$ cat src/rtl/ps2_host_tx.sv
// Host-to-device PS/2 transmitter: inhibits the bus, issues request-to-send, then
// shifts one command byte out on device-generated clock edges and samples the ACK.
module ps2_host_tx #(
  parameter int INHIBIT_CYCLES = 5000,
  parameter int RTS_CYCLES     = 50,
  parameter int START_TIMEOUT  = 750000,
  parameter int BIT_TIMEOUT    = 100000
) (
  input  logic       sys_clk,
  input  logic       reset,
  input  logic       kb_negedge,
  input  logic       kb_data,
  input  logic [7:0] tx_data,
  input  logic       tx_valid,
  output logic       tx_ready,
  output logic       tx_busy,
  output logic       kb_clk_oe,
  output logic       kb_data_oe,
  output logic       tx_done,
  output logic       tx_ack,
  output logic       tx_err
);

  localparam int MAX_AB = (INHIBIT_CYCLES > RTS_CYCLES) ? INHIBIT_CYCLES : RTS_CYCLES;
  localparam int MAX_CD = (START_TIMEOUT > BIT_TIMEOUT) ? START_TIMEOUT : BIT_TIMEOUT;
  localparam int MAX_P  = (MAX_AB > MAX_CD) ? MAX_AB : MAX_CD;
  localparam int CNT_W  = $clog2(MAX_P + 1);

  localparam logic [CNT_W-1:0] CNT_ONE    = CNT_W'(1);
  localparam logic [CNT_W-1:0] INH_LAST   = CNT_W'(INHIBIT_CYCLES - 1);
  localparam logic [CNT_W-1:0] RTS_LAST   = CNT_W'(RTS_CYCLES - 1);
  localparam logic [CNT_W-1:0] START_LAST = CNT_W'(START_TIMEOUT - 1);
  localparam logic [CNT_W-1:0] BIT_LAST   = CNT_W'(BIT_TIMEOUT - 1);

  localparam logic [2:0] IDLE    = 3'd0;
  localparam logic [2:0] INHIBIT = 3'd1;
  localparam logic [2:0] RTS     = 3'd2;
  localparam logic [2:0] SEND    = 3'd3;
  localparam logic [2:0] ACK     = 3'd4;
  localparam logic [2:0] DONE    = 3'd5;

  logic [2:0]       state;
  logic [CNT_W-1:0] cnt;
  logic [3:0]       bit_cnt;
  logic [9:0]       shreg;
  logic [CNT_W-1:0] send_last;

  assign tx_ready  = (state == IDLE);
  assign tx_busy   = (state != IDLE);
  // The device gets a longer grace period to produce its very first clock edge.
  assign send_last = (bit_cnt == 4'd0) ? START_LAST : BIT_LAST;

  // Frame image: stop bit, odd parity, data LSB first.
  always_ff @(posedge sys_clk) begin
    if (tx_valid && tx_ready) shreg <= {1'b1, ~^tx_data, tx_data};
  end

  always_ff @(posedge sys_clk or negedge reset) begin
    if (!reset) begin
      state      <= IDLE;
      cnt        <= '0;
      bit_cnt    <= '0;
      kb_clk_oe  <= 1'b0;
      kb_data_oe <= 1'b0;
      tx_done    <= 1'b0;
      tx_ack     <= 1'b0;
      tx_err     <= 1'b0;
    end else begin
      tx_done <= 1'b0;
      tx_err  <= 1'b0;
      case (state)
        IDLE: begin
          kb_clk_oe  <= 1'b0;
          kb_data_oe <= 1'b0;
          if (tx_valid) begin
            state     <= INHIBIT;
            cnt       <= '0;
            kb_clk_oe <= 1'b1;
            tx_ack    <= 1'b0;
          end
        end
        INHIBIT: begin
          if (cnt == INH_LAST) begin
            state      <= RTS;
            cnt        <= '0;
            kb_data_oe <= 1'b1;
          end else begin
            cnt <= cnt + CNT_ONE;
          end
        end
        RTS: begin
          if (cnt == RTS_LAST) begin
            state     <= SEND;
            cnt       <= '0;
            bit_cnt   <= '0;
            kb_clk_oe <= 1'b0;
          end else begin
            cnt <= cnt + CNT_ONE;
          end
        end
        SEND: begin
          // A clock edge always beats a watchdog expiry in the same cycle.
          if (kb_negedge) begin
            kb_data_oe <= ~shreg[bit_cnt];
            bit_cnt    <= bit_cnt + 4'd1;
            cnt        <= '0;
            if (bit_cnt == 4'd9) state <= ACK;
          end else if (cnt == send_last) begin
            state      <= IDLE;
            kb_clk_oe  <= 1'b0;
            kb_data_oe <= 1'b0;
            tx_err     <= 1'b1;
          end else begin
            cnt <= cnt + CNT_ONE;
          end
        end
        ACK: begin
          kb_data_oe <= 1'b0;
          if (kb_negedge) begin
            tx_ack  <= ~kb_data;
            tx_done <= 1'b1;
            state   <= DONE;
            cnt     <= '0;
          end else if (cnt == BIT_LAST) begin
            state  <= IDLE;
            tx_err <= 1'b1;
          end else begin
            cnt <= cnt + CNT_ONE;
          end
        end
        DONE: state <= IDLE;
        default: begin
          state      <= IDLE;
          kb_clk_oe  <= 1'b0;
          kb_data_oe <= 1'b0;
        end
      endcase
    end
  end

endmodule

$ cat config.mk
export PLATFORM = sky130hd
export DESIGN_NAME = ps2_host_tx
export DESIGN_NICKNAME = d
export VERILOG_FILES = /design/src/rtl/ps2_host_tx.sv
export SDC_FILE = /design/constraint.sdc
export NUM_CORES = 1
export LEC_CHECK = 0
export BUFFER_PORTS_ARGS = -buffer_cell sky130_fd_sc_hd__buf_2
export CAP_MARGIN = 20
export CELL_PAD_IN_SITES_DETAIL_PLACEMENT = 0
export CELL_PAD_IN_SITES_GLOBAL_PLACEMENT = 1
export CORE_UTILIZATION = 30
export DETAILED_ROUTE_END_ITERATION = 10
export MAX_ROUTING_LAYER = met4
export PLACE_DENSITY = 0.57
export SLEW_MARGIN = 20
export SYNTH_ARGS = -nofsm -noshare
export SYNTH_HDL_FRONTEND = slang
export SYNTH_SLANG_ARGS = --single-unit
$ cat constraint.sdc
create_clock -name sys_clk -period 2.28 [get_ports sys_clk]
set_input_delay 0.228 -clock sys_clk [delete_from_list [all_inputs] [get_ports sys_clk]]
set_output_delay 0.228 -clock sys_clk [all_outputs]
set_load 0.02 [all_outputs]
# After elaboration in Yosys (flattened, before gate mapping)

Cells that the tools add are included.

Bits of input ports: 13
Output and inout bits: 7
Logic and storage cells: 95
Register bits after elaboration: 41

Mux-type cells: 41
Bitwise operators: 4
Order comparisons: 1
Reductions and logical operators: 16
$add $sub $neg: 2
Eq/ne operators: 22

Operator list:

| operator                                                    | count |
|---|---|
| 2-to-1 mux 20 bit                                           | 8 |
| case mux 20 bit (5 select lines)                            | 1 |
| 2-to-1 mux 3 bit                                            | 8 |
| adder 20 x 1 -> 20 bit (second input constant)              | 1 |
| == test 20 x 13 -> 1 bit (second input constant)            | 1 |
| == test 20 x 17 -> 1 bit (second input constant)            | 1 |
| == test 20 bit                                              | 1 |
| == test 20 x 6 -> 1 bit (second input constant)             | 1 |
| 2-to-1 mux 1 bit                                            | 15 |
| inequality test 3 bit (second input constant)               | 5 |
| case mux 3 bit (5 select lines)                             | 1 |
| inequality test 2 bit (second input constant)               | 7 |
| AND reduction 3 bit                                         | 3 |
| 2-to-1 mux 4 bit                                            | 2 |
| case mux 4 bit (2 select lines)                             | 1 |
| AND reduction 4 bit                                         | 2 |
| XNOR reduction 8 bit                                        | 1 |
| == test 3 x 2 -> 1 bit (second input constant)              | 2 |
| == test 3 bit (second input constant)                       | 2 |
| AND reduction 6 bit                                         | 1 |
| less-than comparator 4 x 5 -> 1 bit (second input constant) | 1 |
| nonzero test 5 bit                                          | 1 |
| adder 4 x 1 -> 4 bit (second input constant)                | 1 |
| binary-select mux 1 bit (select 4 bit)                      | 1 |
| 13 further kinds                                            | 18 |

# Depth between registers and ports, before layout

Gate-level depths: netlist of the first run.

Word-level depth: 6
Gate-level depth with buffers: 10
Depth with buffers taken out: 8

# Worst setup path before layout of the first run

No wires, ideal clock.

Path type: register to register
From: register cnt[15]
To: register cnt[10]
Setup slack: -0.115 ns
Required time: 2.159 ns
Clock period less this slack: 2.395 ns
Library setup time: 0.121 ns
Path buffers: 2
Cell stages (with the launch flop): 9
Arrival time: 2.274 ns
Path through: dfrtp_1 -> buf_6 -> or4_4 -> nor4_2 -> a21oi_2 -> or3_1 -> buf_2 -> a21o_1 -> a22o_1

Cells in the longest elaborated chain, start to end: 3
Elaborated cells between the ends (all ways): 10
Those cells by class: eq/ne: 6; mux: 3; reduce/logical: 1

RTL lines:

| element                                                                                  | line | source |
|---|---|---|
| start: declaration                                                                       | 43   | `logic [CNT_W-1:0] cnt;` |
| start signal: assignment                                                                 | 88   | `cnt <= cnt + CNT_ONE;` |
| start signal: assignment                                                                 | 98   | `cnt <= cnt + CNT_ONE;` |
| start signal: assignment                                                                 | 114  | `cnt <= cnt + CNT_ONE;` |
| == test 20 x 17 -> 1 bit (tied with other cells)                                         | 124  | `end else if (cnt == BIT_LAST) begin` |
| inequality test 3 bit (no line) (tied with other cells)                                  | -    |  |
| AND reduction 4 bit (no line) / case mux 20 bit (5 select lines) (equally long branches) | -    |  |

Parallel ways exist; a longest one is shown, timed or not.
A chain may end at the register's enable or synchronous reset.

# Worst setup path in the final report of the first run

From: register cnt[19]
To: register state[0]

Cells in the longest elaborated chain, start to end: 3
Elaborated cells between the ends (all ways): 9
Those cells by class: eq/ne: 8; reduce/logical: 1

RTL lines:

| element                                                                         | line | source |
|---|---|---|
| == test 20 x 17 -> 1 bit (tied with other cells)                                | 124  |  |
| inequality test 3 bit (no line) / inequality test 2 bit (equally long branches) | -    |  |
| AND reduction 6 bit (no line) (*)                                               | -    |  |
| end signal: assignment                                                          | 122  | `state <= DONE;` |
| end signal: assignment                                                          | 125  | `state <= IDLE;` |
| end signal: assignment                                                          | 131  | `DONE: state <= IDLE;` |
| end: declaration                                                                | 42   | `logic [2:0] state;` |

Mark *: on every way between the ends. The rest lies on a longest branch, timed or not.

==> results of run 1 <==
==> critical path: cells and delay by family (launching register included) <==
family | cells | cell delay, ns
AOI/OAI and AO/OA | 3 | 0.52
DFF | 1 | 0.39
and+or+nand+nor | 3 | 1.36
==> metal layers <==
layer  up-vias  wire length [um]  share of wire, %  GRT usage [%]
met5         -                 0                 0              -
met4         0               102               1.5          4.672
met3        10               164               2.3          2.496
met2        30              3098                44          25.97
met1      1106              3617                52          24.02
li1       1122                 -                 -              -
==> state kept, by name (all words and copies together) (netlist names) <==
register / flops
cnt: 20
shreg: 9
bit_cnt: 4
state: 3
kb_clk_oe: 1
kb_data_oe: 1
tx_ack: 1
tx_done: 1
tx_err: 1
==> kinds of logic (layout without fill, tap and decap cells) <==
family	after synthesis	count (layout)	share of synthesized area, %
and+or+nand+nor	109	109	25.28
AOI/OAI and AO/OA	73	73	19.78
DFF	41	41	41.70
buffers and inverters	26	91	5.894
xor gates and xnor gates	7	7	2.387
adders and majority gates	5	5	2.435
muxes	4	4	2.533
==> synthesized netlist by cell type, drive strengths merged (2+ instances only) <==
master / number / share of area (%)
a31oi: 3 / 0.73
nor2: 16 / 2.3
o21ai: 22 / 4.3
nor3: 3 / 0.78
or4: 6 / 2.0
clkbuf: 6 / 1.7
inv: 9 / 1.3
o221ai: 2 / 0.68
mux4: 2 / 1.8
o311ai: 3 / 1.0
or2: 3 / 0.73
nand2: 21 / 3.2
o31ai: 4 / 1.2
o21a: 3 / 0.88
nand3: 13 / 2.5
and4: 2 / 0.73
mux2i: 2 / 0.78
and3: 6 / 1.6
xnor2: 7 / 2.4
a31o: 2 / 0.68
nand4: 8 / 1.9
a22o: 9 / 3.1
dfrtp: 32 / 31
ha: 5 / 2.4
o21bai: 2 / 0.58
a2bb2oi: 4 / 1.4
nor4: 6 / 1.7
nor4b: 4 / 1.9
a21o: 3 / 0.88
a21oi: 8 / 1.7
or3: 4 / 0.97
edfxtp: 9 / 11
and2: 6 / 1.5
nand3b: 2 / 0.58
nor2b: 4 / 0.97
buf: 11 / 2.9
==> stage by stage <==
| stage | worst slack (ns) | utilization [%] | total power [mW] |
|---|---|---|---|
| after CTS | -0.07869 | 39.38 | 3.580 |
| after floorplan | -0.09482 | - | 2.121 |
| after detailed placement | -0.1779 | 37.27 | 2.831 |
| after global placement | -0.1410 | 37.27 | 2.820 |
| after global routing | -0.1808 | 40.05 | 3.871 |
| final | -0.08486 | 40.05 | 3.633 |
==> where the power goes <==
group	total (mW)	internal, mW	leakage (nW)	switching (mW)
registers	0.972	0.889	0.515	0.0832
clock network	0.619	0.328	0.0543	0.291
logic	2.04	0.966	0.861	1.08
==> layout by cell type, fill, tap and decap left out, types with 4 or more instances in the layout <==
| master | netlist | routed |
|---|---|---|
| clkbuf_8 | 2 | 5 |
| xnor2_1 | 7 | 7 |
| nor2_1 | 16 | 16 |
| nor2b_1 | 4 | 4 |
| ha_1 | 5 | 5 |
| and3_1 | 4 | 4 |
| o21ai_0 | 22 | 21 |
| and2_1 | 4 | 4 |
| inv_1 | 9 | 9 |
| o31ai_1 | 4 | 4 |
| dfrtp_1 | 32 | 32 |
| a2bb2oi_1 | 4 | 4 |
| a22o_1 | 9 | 9 |
| a21oi_1 | 7 | 6 |
| edfxtp_1 | 9 | 9 |
| buf_2 | 5 | 19 |
| nor4_2 | 1 | 4 |
| nand4_1 | 8 | 8 |
| nand3_1 | 13 | 13 |
| buf_4 | 5 | 55 |
| nand2_1 | 20 | 19 |
==> worst max path at each step <==
stage	start	endpoint	slack, ns	cells past startpoint
finish	cnt[19]	state[0]	-0.08	6
global route	cnt[19]	cnt[5]	-0.18	8
CTS	cnt[19]	cnt[7]	-0.08	7
detailed placement	cnt[15]	cnt[18]	-0.18	7
global placement	cnt[15]	cnt[18]	-0.14	7
floorplan	cnt[15]	cnt[10]	-0.09	8
==> repair_timing <==
action | in CTS | in global routing
pin swaps | 2 | 2
resized for setup | 8 | 11
setup buffers | 4 | 0
endpoints found under the setup margin | 25 | 24
==> cell type report <==
| cell class | instances | area [sq um] |
|---|---|---|
| multi-input cells | 198 | 1448 |
| inverters | 9 | 33.78 |
| fillers | 834 | 4951 |
| flip-flops and latches | 41 | 1071 |
| clock buffers | 5 | 68.82 |
| clock inverters | 3 | 46.29 |
| well taps | 105 | 131.4 |
| repair buffers | 74 | 508.0 |
==> run metrics, run 1 <==
via count of the first global-routing pass 2226; reg2reg end state[0]; final setup TNS -0.4370 ns; Post-synth ARST share 78.05%; CP Cell Sequence or4_4 > or4_4 > o21a_4 > nor4b_4 > a21oi_1 > a31o_1; Power Density 1099 nW/um^2; min cycle time layout 2.365 ns; violated checks setup timing; Hold-fix buffers, CTS 0; post-route insts no fill 435; First DRT Iteration DRCs 98; Critical Path Start Type flop; Clk Tree Root Cell clkbuf_8; Buffers on Ports 19; die area 8937 sq um; Die Y 94.54 um; master of the slowest instance on the critical path or4_4; max-capacitance violation count 0; # clock sinks 41; Setup Skew 0.01060 ns; Hold/Removal Path Class input port to asynchronous set/reset pin; Ys Warns 0; Detail Route Antenna Nets 0; most used cell, CP or4_4; final setup margin -0.08486 ns; Avg Inst Size Synth 9.693 sq um; depth of the most critical reg-to-reg path 6; share of cells above drive strength 1 35.45%; Final nets 347; RSZ-0062 raised after global routing true; drt pass-1 iters 6; Worst setup EP type flop; Final Cycle Share 103.7%; r2r setup slk -0.08 ns; Rel. slew slack 47.83%; Post-DP Area 3078 sq um; IO Pins 20; CP Class flop to flop; Synth Net Count 283; DRC 0; Max FO, Critical Path 4; largest net degree at the start of global routing 33; placed cells 424; Slew Limit Fails 0; P&R area growth vs syn 28.74%; GR Overflow Total 0; core area 8258 sq um; Routed WL per cell 16.05 um; CTS Buf Count 5; worst r2r src cnt[19]; fin area 3307 sq um; first-pass GRT wire length 11.43 mm; latest clock arrival within the worst-skew pair 0.30 ns; Via density 5.214; chip width 94.54 um; status finished, violations left; number of synthesized register bits 41; Starting Density 31.11%; final hold slack 0.002575 ns; post-synthesis sequential area ratio 41.70%; GR Util All Layers 17.19%; DRT Wirelength 6.982 mm; final hold vios 0; mapped cell area 2569 sq um; H-tree levels 2; clk buf depth 2; Cell Rows 33; number of flops mapped to enable cells by yosys 9; DR vias 2268; Final GP Congestion 0.8042; fmax 422.9 MHz; CTS tree yes; Final setup viols 9; LEAKAGE 1.430 nW; WP data arrival 2.57 ns; Critical Path Max Stage Delay 0.58 ns; Peak VDD IR 0.5752 mV; CP Data Required Time 2.48 ns; initial antenna violation count 0; CTS clk-pin slew, worst paths 0.10 ns; post-synthesis cell count 265; worst slew pin tran 0.7826 ns; detailed placer's ending HPWL 5.207 mm; Antenna diodes 0; Main synth FF type dfrtp_1; Distinct cells, synth 64
Note: power is estimated with default switching activity, not from simulation.
==> inputs of run 2 (changes only) <==
Settings changed: PLACE_DENSITY 0.57 to 0.55.
Clock period 2.28 ns to 2.95 ns, I/O delays scaled along.
==> run 2 against run 1 <==
- the run now ends clean
- clock skew shrank 0.0031 ns
- cell count shrank 9.4%
- sequential share of layout area grew 4.3 points
- critical endpoint is now cnt[10]
- die area is the same
- maximum frequency shrank 11%
- global-route usage is essentially flat
- core utilization shrank 4.7 points
- cell area shrank 12%
- count of clock-buffer cells in the layout is the same
- critical path depth is the same
- sequential cell count is the same
- routed wire length shrank 3.8%
==> run metrics, run 2 (synthesis gave the netlist of run 1 again) <==
min cycle time layout 2.670 ns (+0.3056 ns); clk buf depth 2 (unchanged); Power Density 853.7 nW/um^2 (-22%); final setup TNS 0 ns (+0.4370 ns); Clk Tree Root Cell clkbuf_8; fmax 374.5 MHz (-11%); status complete, no violations; Final setup viols 0 (-9); IO Pins 20 (unchanged); Hold/Removal Path Class input port to asynchronous set/reset pin; Setup Skew 0.007470 ns (-0.003135 ns); DR vias 2180 (-3.9%); Final Cycle Share 90.52% (-13 points); RSZ-0062 raised after global routing false; GR Util All Layers 17.15% (-0.041 points); commonest non-fill, non-tap cell in the layout dfrtp_1; WP data arrival 2.85 ns (+0.28 ns); LEAKAGE 1.217 nW (-15%); CTS tree yes; post-CTS resize count 0 (-8); # fillers 863 (+3.5%); Final nets 306 (-12%); Slew Limit Fails 0 (unchanged); CP Data Required Time 3.13 ns (+0.65 ns); Hold-fix buffers, CTS 0 (unchanged); DRC 0 (unchanged); final hold vios 0 (unchanged); commonest cells after routing, fill and taps aside dfrtp_1, o21ai_0, nand2_1; detailed placer's ending HPWL 4.791 mm (-8.0%); die area 8937 sq um (unchanged); buffer count from post-CTS setup fixing 0 (-4); chip width 94.54 um (unchanged); total power 2.490 mW (-31%); Cell Rows 33 (unchanged); CTS clk-pin slew, worst paths 0.09 ns (about the same); Peak VDD IR 0.3187 mV (-45%); initial antenna violation count 0 (unchanged); Antenna diodes 0 (unchanged); Detail Route Antenna Nets 0 (unchanged); worst r2r src cnt[14]; DRT Wirelength 6.715 mm (-3.8%); largest net degree at the start of global routing 33 (unchanged); r2r setup slk 0.28 ns (+0.36 ns); Sequential Area 1071 sq um (unchanged); First DRT Iteration DRCs 82 (-16%); latest clock arrival within the worst-skew pair 0.30 ns (about the same); CP Class flop to flop; Reg with most FFs cnt; biggest regs cnt x20, shreg x9, bit_cnt x4; placed cells 386 (-9.0%); Worst setup EP type flop; Routed WL per cell 17.04 um (+6.2%); Rel. slew slack 45.85% (-2.0 points); Starting Density 31.11% (unchanged); P&R area growth vs syn 13.54%; share of cells above drive strength 1 21.11% (-14 points); Final GP Congestion 0.8388 (+4.3%); core area 8258 sq um (unchanged); Via density 5.533 (+6.1%); first-pass GRT wire length 11.32 mm (-1.0%); drt pass-1 iters 4 (-2); via count of the first global-routing pass 2124 (-4.6%); H-tree levels 2 (unchanged); max-capacitance violation count 0 (unchanged); Critical Path Start Type flop; multi-input logic area 1346 sq um (-7.0%); worst slew pin tran 0.8122 ns (+0.02963 ns); Max FO, Critical Path 8 (+4); Buffers on Ports 19 (unchanged); Worst Setup SP cnt[14]; GR Overflow Total 0 (unchanged); Die Y 94.54 um (unchanged); post-route insts no fill 394 (-9.4%); # clock sinks 41 (unchanged); CTS Buf Count 5 (unchanged); max FFs per register 20 (unchanged)
==> run 2: cell count changes in the layout (fill, tap and decap cells not counted), moves of 2 or more <==
cell,before,now
o21a_1,1,3
buf_4,55,14
nor4_2,4,1
nor4_1,1,5
o21a_4,2,0
==> run 2: power breakdown <==
part	switching, mW	total (mW)	internal (mW)
registers	0.129	0.815	0.686
logic	0.669	1.13	0.459
clock network	0.210	0.547	0.336
==> run 2: final timing paths <==
check,end,cells past startpoint
worst min-delay path,tx_err,1
worst max-delay path,cnt[10],6
worst max register to register,cnt[10],6
min in group sys_clk,shreg[3],1
max in group asynchronous,cnt[8],1
worst min register to register,kb_clk_oe,1
==> run 2: layout make-up <==
type	instances	share of cell area, %
inverter	9	1.158
multi-input combinational	198	46.16
sequential	41	36.72
clock inverter	3	2.231
timing repair buffer	33	6.864
tap	105	4.505
clock buffer	5	2.360
==> run 2: metal layers <==
metal	routed length [um]	track usage (%)	vias to the layer above
met5	0	-	-
met3	196	2.979	9
met1	3371	24.00	1086
met4	86	4.672	0
li1	-	-	1043
met2	3061	25.48	42
==> run 2: critical path, stage by stage (launching register included) <==
cell	delay, ns
dfrtp_1	0.45
or4_4	0.60
nor4_1	0.37
a21boi_2	0.17
or3_1	0.55
a21o_1	0.22
a22o_1	0.19
==> run 2: stage by stage <==
| step | hold WS (ns) | utilization [%] | setup WS, ns | cell area (sq um) |
|---|---|---|---|---|
| floorplan | -0.0005911 | - | 0.5555 | 2569 |
| global placement | 0.4375 | 33.70 | 0.3481 | 2783 |
| detailed placement | 0.4503 | 33.70 | 0.2987 | 2783 |
| CTS | 0.1121 | 35.32 | 0.2942 | 2917 |
| global route | 0.1508 | 35.32 | 0.1036 | 2917 |
| finish | 0.08638 | 35.32 | 0.2796 | 2917 |
==> inputs of run 3 (changes only) <==
Settings changed: CTS_BUF_LIST set to sky130_fd_sc_hd__clkbuf_4 sky130_fd_sc_hd__clkbuf_8, GPL_TIMING_DRIVEN set to 0.
==> run 3 against run 2 <==
- critical endpoint is now cnt[8]
- clock skew fell by 0.0037 ns
- global-route usage fell by 0.086 points
- critical path depth rose by 1
- total power up 3.0%
- die area stayed put
- worst setup slack got worse by 0.088 ns
- via count decreased by 2.3%
- largest cell class unchanged
- count of clock-buffer cells in the layout did not move
==> run metrics, run 3 (synthesis gave the netlist of run 1 again) <==
status complete, no violations; Final Cycle Share 93.49% (+3.0 points); Via density 5.376 (-2.8%); fmax 362.6 MHz (-3.2%); max-capacitance violation count 0 (unchanged); die area 8937 sq um (unchanged); Final GP Congestion 0.8062 (-3.9%); Reg with most FFs cnt; Detail Route Antenna Nets 0 (unchanged); Sequential Area 1072 sq um (+0.12%); CTS Buf Count 5 (unchanged); CTS tree yes; first-pass GRT wire length 11.21 mm (-0.92%); drt pass-1 iters 4 (unchanged); initial antenna violation count 0 (unchanged); Setup Skew 0.003798 ns (-0.003672 ns); Final nets 308 (+0.65%); DR vias 2129 (-2.3%); Clk Tree Root Cell clkbuf_8; Rel. slew slack 46.44% (+0.58 points); clk buf depth 2 (unchanged); commonest cells after routing, fill and taps aside dfrtp_1, buf_2, o21ai_0; Slew Limit Fails 0 (unchanged); multi-input logic area 1355 sq um (+0.65%); Power Density 873.0 nW/um^2 (+2.3%); biggest regs cnt x20, shreg x9, bit_cnt x4; LEAKAGE 1.221 nW (+0.35%); latest clock arrival within the worst-skew pair 0.30 ns (about the same); GR Util All Layers 17.06% (-0.086 points); Antenna diodes 0 (unchanged); fin util 35.59% (+0.27 points); Die Y 94.54 um (unchanged); min cycle time layout 2.758 ns (+0.08763 ns); RSZ-0062 raised after global routing false; final hold vios 0 (unchanged); CP Class flop to flop; worst slew pin tran 0.8035 ns (-0.008762 ns); share of cells above drive strength 1 21.65% (+0.54 points); # fillers 845 (-2.1%); post-route insts no fill 396 (+0.51%); Hold/Removal Path Class input port to asynchronous set/reset pin; detailed placer's ending HPWL 4.773 mm (-0.36%); via count of the first global-routing pass 2069 (-2.6%); fin area 2939 sq um (+0.77%); WP data arrival 2.95 ns (+0.10 ns); commonest non-fill, non-tap cell in the layout dfrtp_1; Critical Path Start Type flop; core area 8258 sq um (unchanged); # clock sinks 41 (unchanged); Starting Density 31.11% (unchanged); Peak VDD IR 0.4348 mV (+36%); IO Pins 20 (unchanged); Routed WL per cell 16.94 um (-0.59%); CP Data Required Time 3.15 ns (+0.02 ns); Post-DP Area 2795 sq um (+0.45%); DRC 0 (unchanged); placed cells 389 (+0.78%); Buffers on Ports 19 (unchanged); First DRT Iteration DRCs 83 (+1.2%); Final setup viols 0 (unchanged); H-tree levels 2 (unchanged); largest net degree at the start of global routing 33 (unchanged); GR Overflow Total 0 (unchanged); chip width 94.54 um (unchanged); Max FO, Critical Path 10 (+2); P&R area growth vs syn 14.42%; max FFs per register 20 (unchanged); DRT Wirelength 6.709 mm (about the same); CTS clk-pin slew, worst paths 0.09 ns (about the same); Cell Rows 33 (unchanged); Worst setup EP type flop
run 3: per-stage QoR:
step | total power [mW] | setup slack [ns] | hold WS (ns) | setup TNS [ns]
detailed placement | 2.003 | -0.02394 | 0.4458 | -0.03039
global route | 2.759 | 0.01654 | 0.1454 | 0
floorplan | 1.638 | 0.5555 | -0.0005911 | 0
CTS | 2.588 | 0.05894 | 0.1108 | 0
global placement | 2.001 | -0.05254 | 0.4483 | -0.2986
finish | 2.566 | 0.1920 | 0.07582 | 0
run 3: routing by layer:
layer	global-route usage, %	routed length (um)
met3	2.738	192
met1	24.36	3481
met5	-	0
met4	4.798	67
met2	24.82	2968
run 3: area by class of cell:
class / instances / area share [%]
clock inverters: 3 / 2.341
plain buffers: 16 / 3.874
repair buffers: 19 / 3.235
inverters: 9 / 1.149
multi-input cells: 198 / 46.10
well taps: 105 / 4.470
clock buffers: 5 / 2.341
flip-flops and latches: 41 / 36.48
run 3: power breakdown:
group	switching [mW]	internal (mW)	leakage, nW
sequential	0.111	0.689	0.514
combinational	0.727	0.471	0.639
clock	0.227	0.341	0.0687
total	1.06	1.50	1.22
run 3: what timing repair did:
item | 4_1_cts | 5_1_grt
setup endpoints to repair | 7 | 16
setup buffers | 0 | 0
pin swaps | 0 | 0
gates resized for setup | 1 | 2
hold buffers | 0 | 0
run 3: final timing paths:
path / startpoint / endpoint / slack (ns) / cells after the start
min: reset / bit_cnt[0] / 0.08 / 1
min reg2reg: kb_clk_oe / kb_clk_oe / 0.53 / 1
max in group asynchronous: reset / bit_cnt[0] / 2.33 / 1
max: cnt[14] / cnt[8] / 0.19 / 7
min in group sys_clk: tx_data[2] / shreg[2] / 0.19 / 1
max reg2reg: cnt[14] / cnt[8] / 0.19 / 7
run 3: worst max-delay path, stage by stage (launching register included):
cell,delay [ns]
dfrtp_1,0.46
or4_4,0.61
nor4_1,0.39
a21boi_2,0.19
nor3_4,0.35
buf_2,0.31
o21ai_0,0.13
a22o_1,0.20
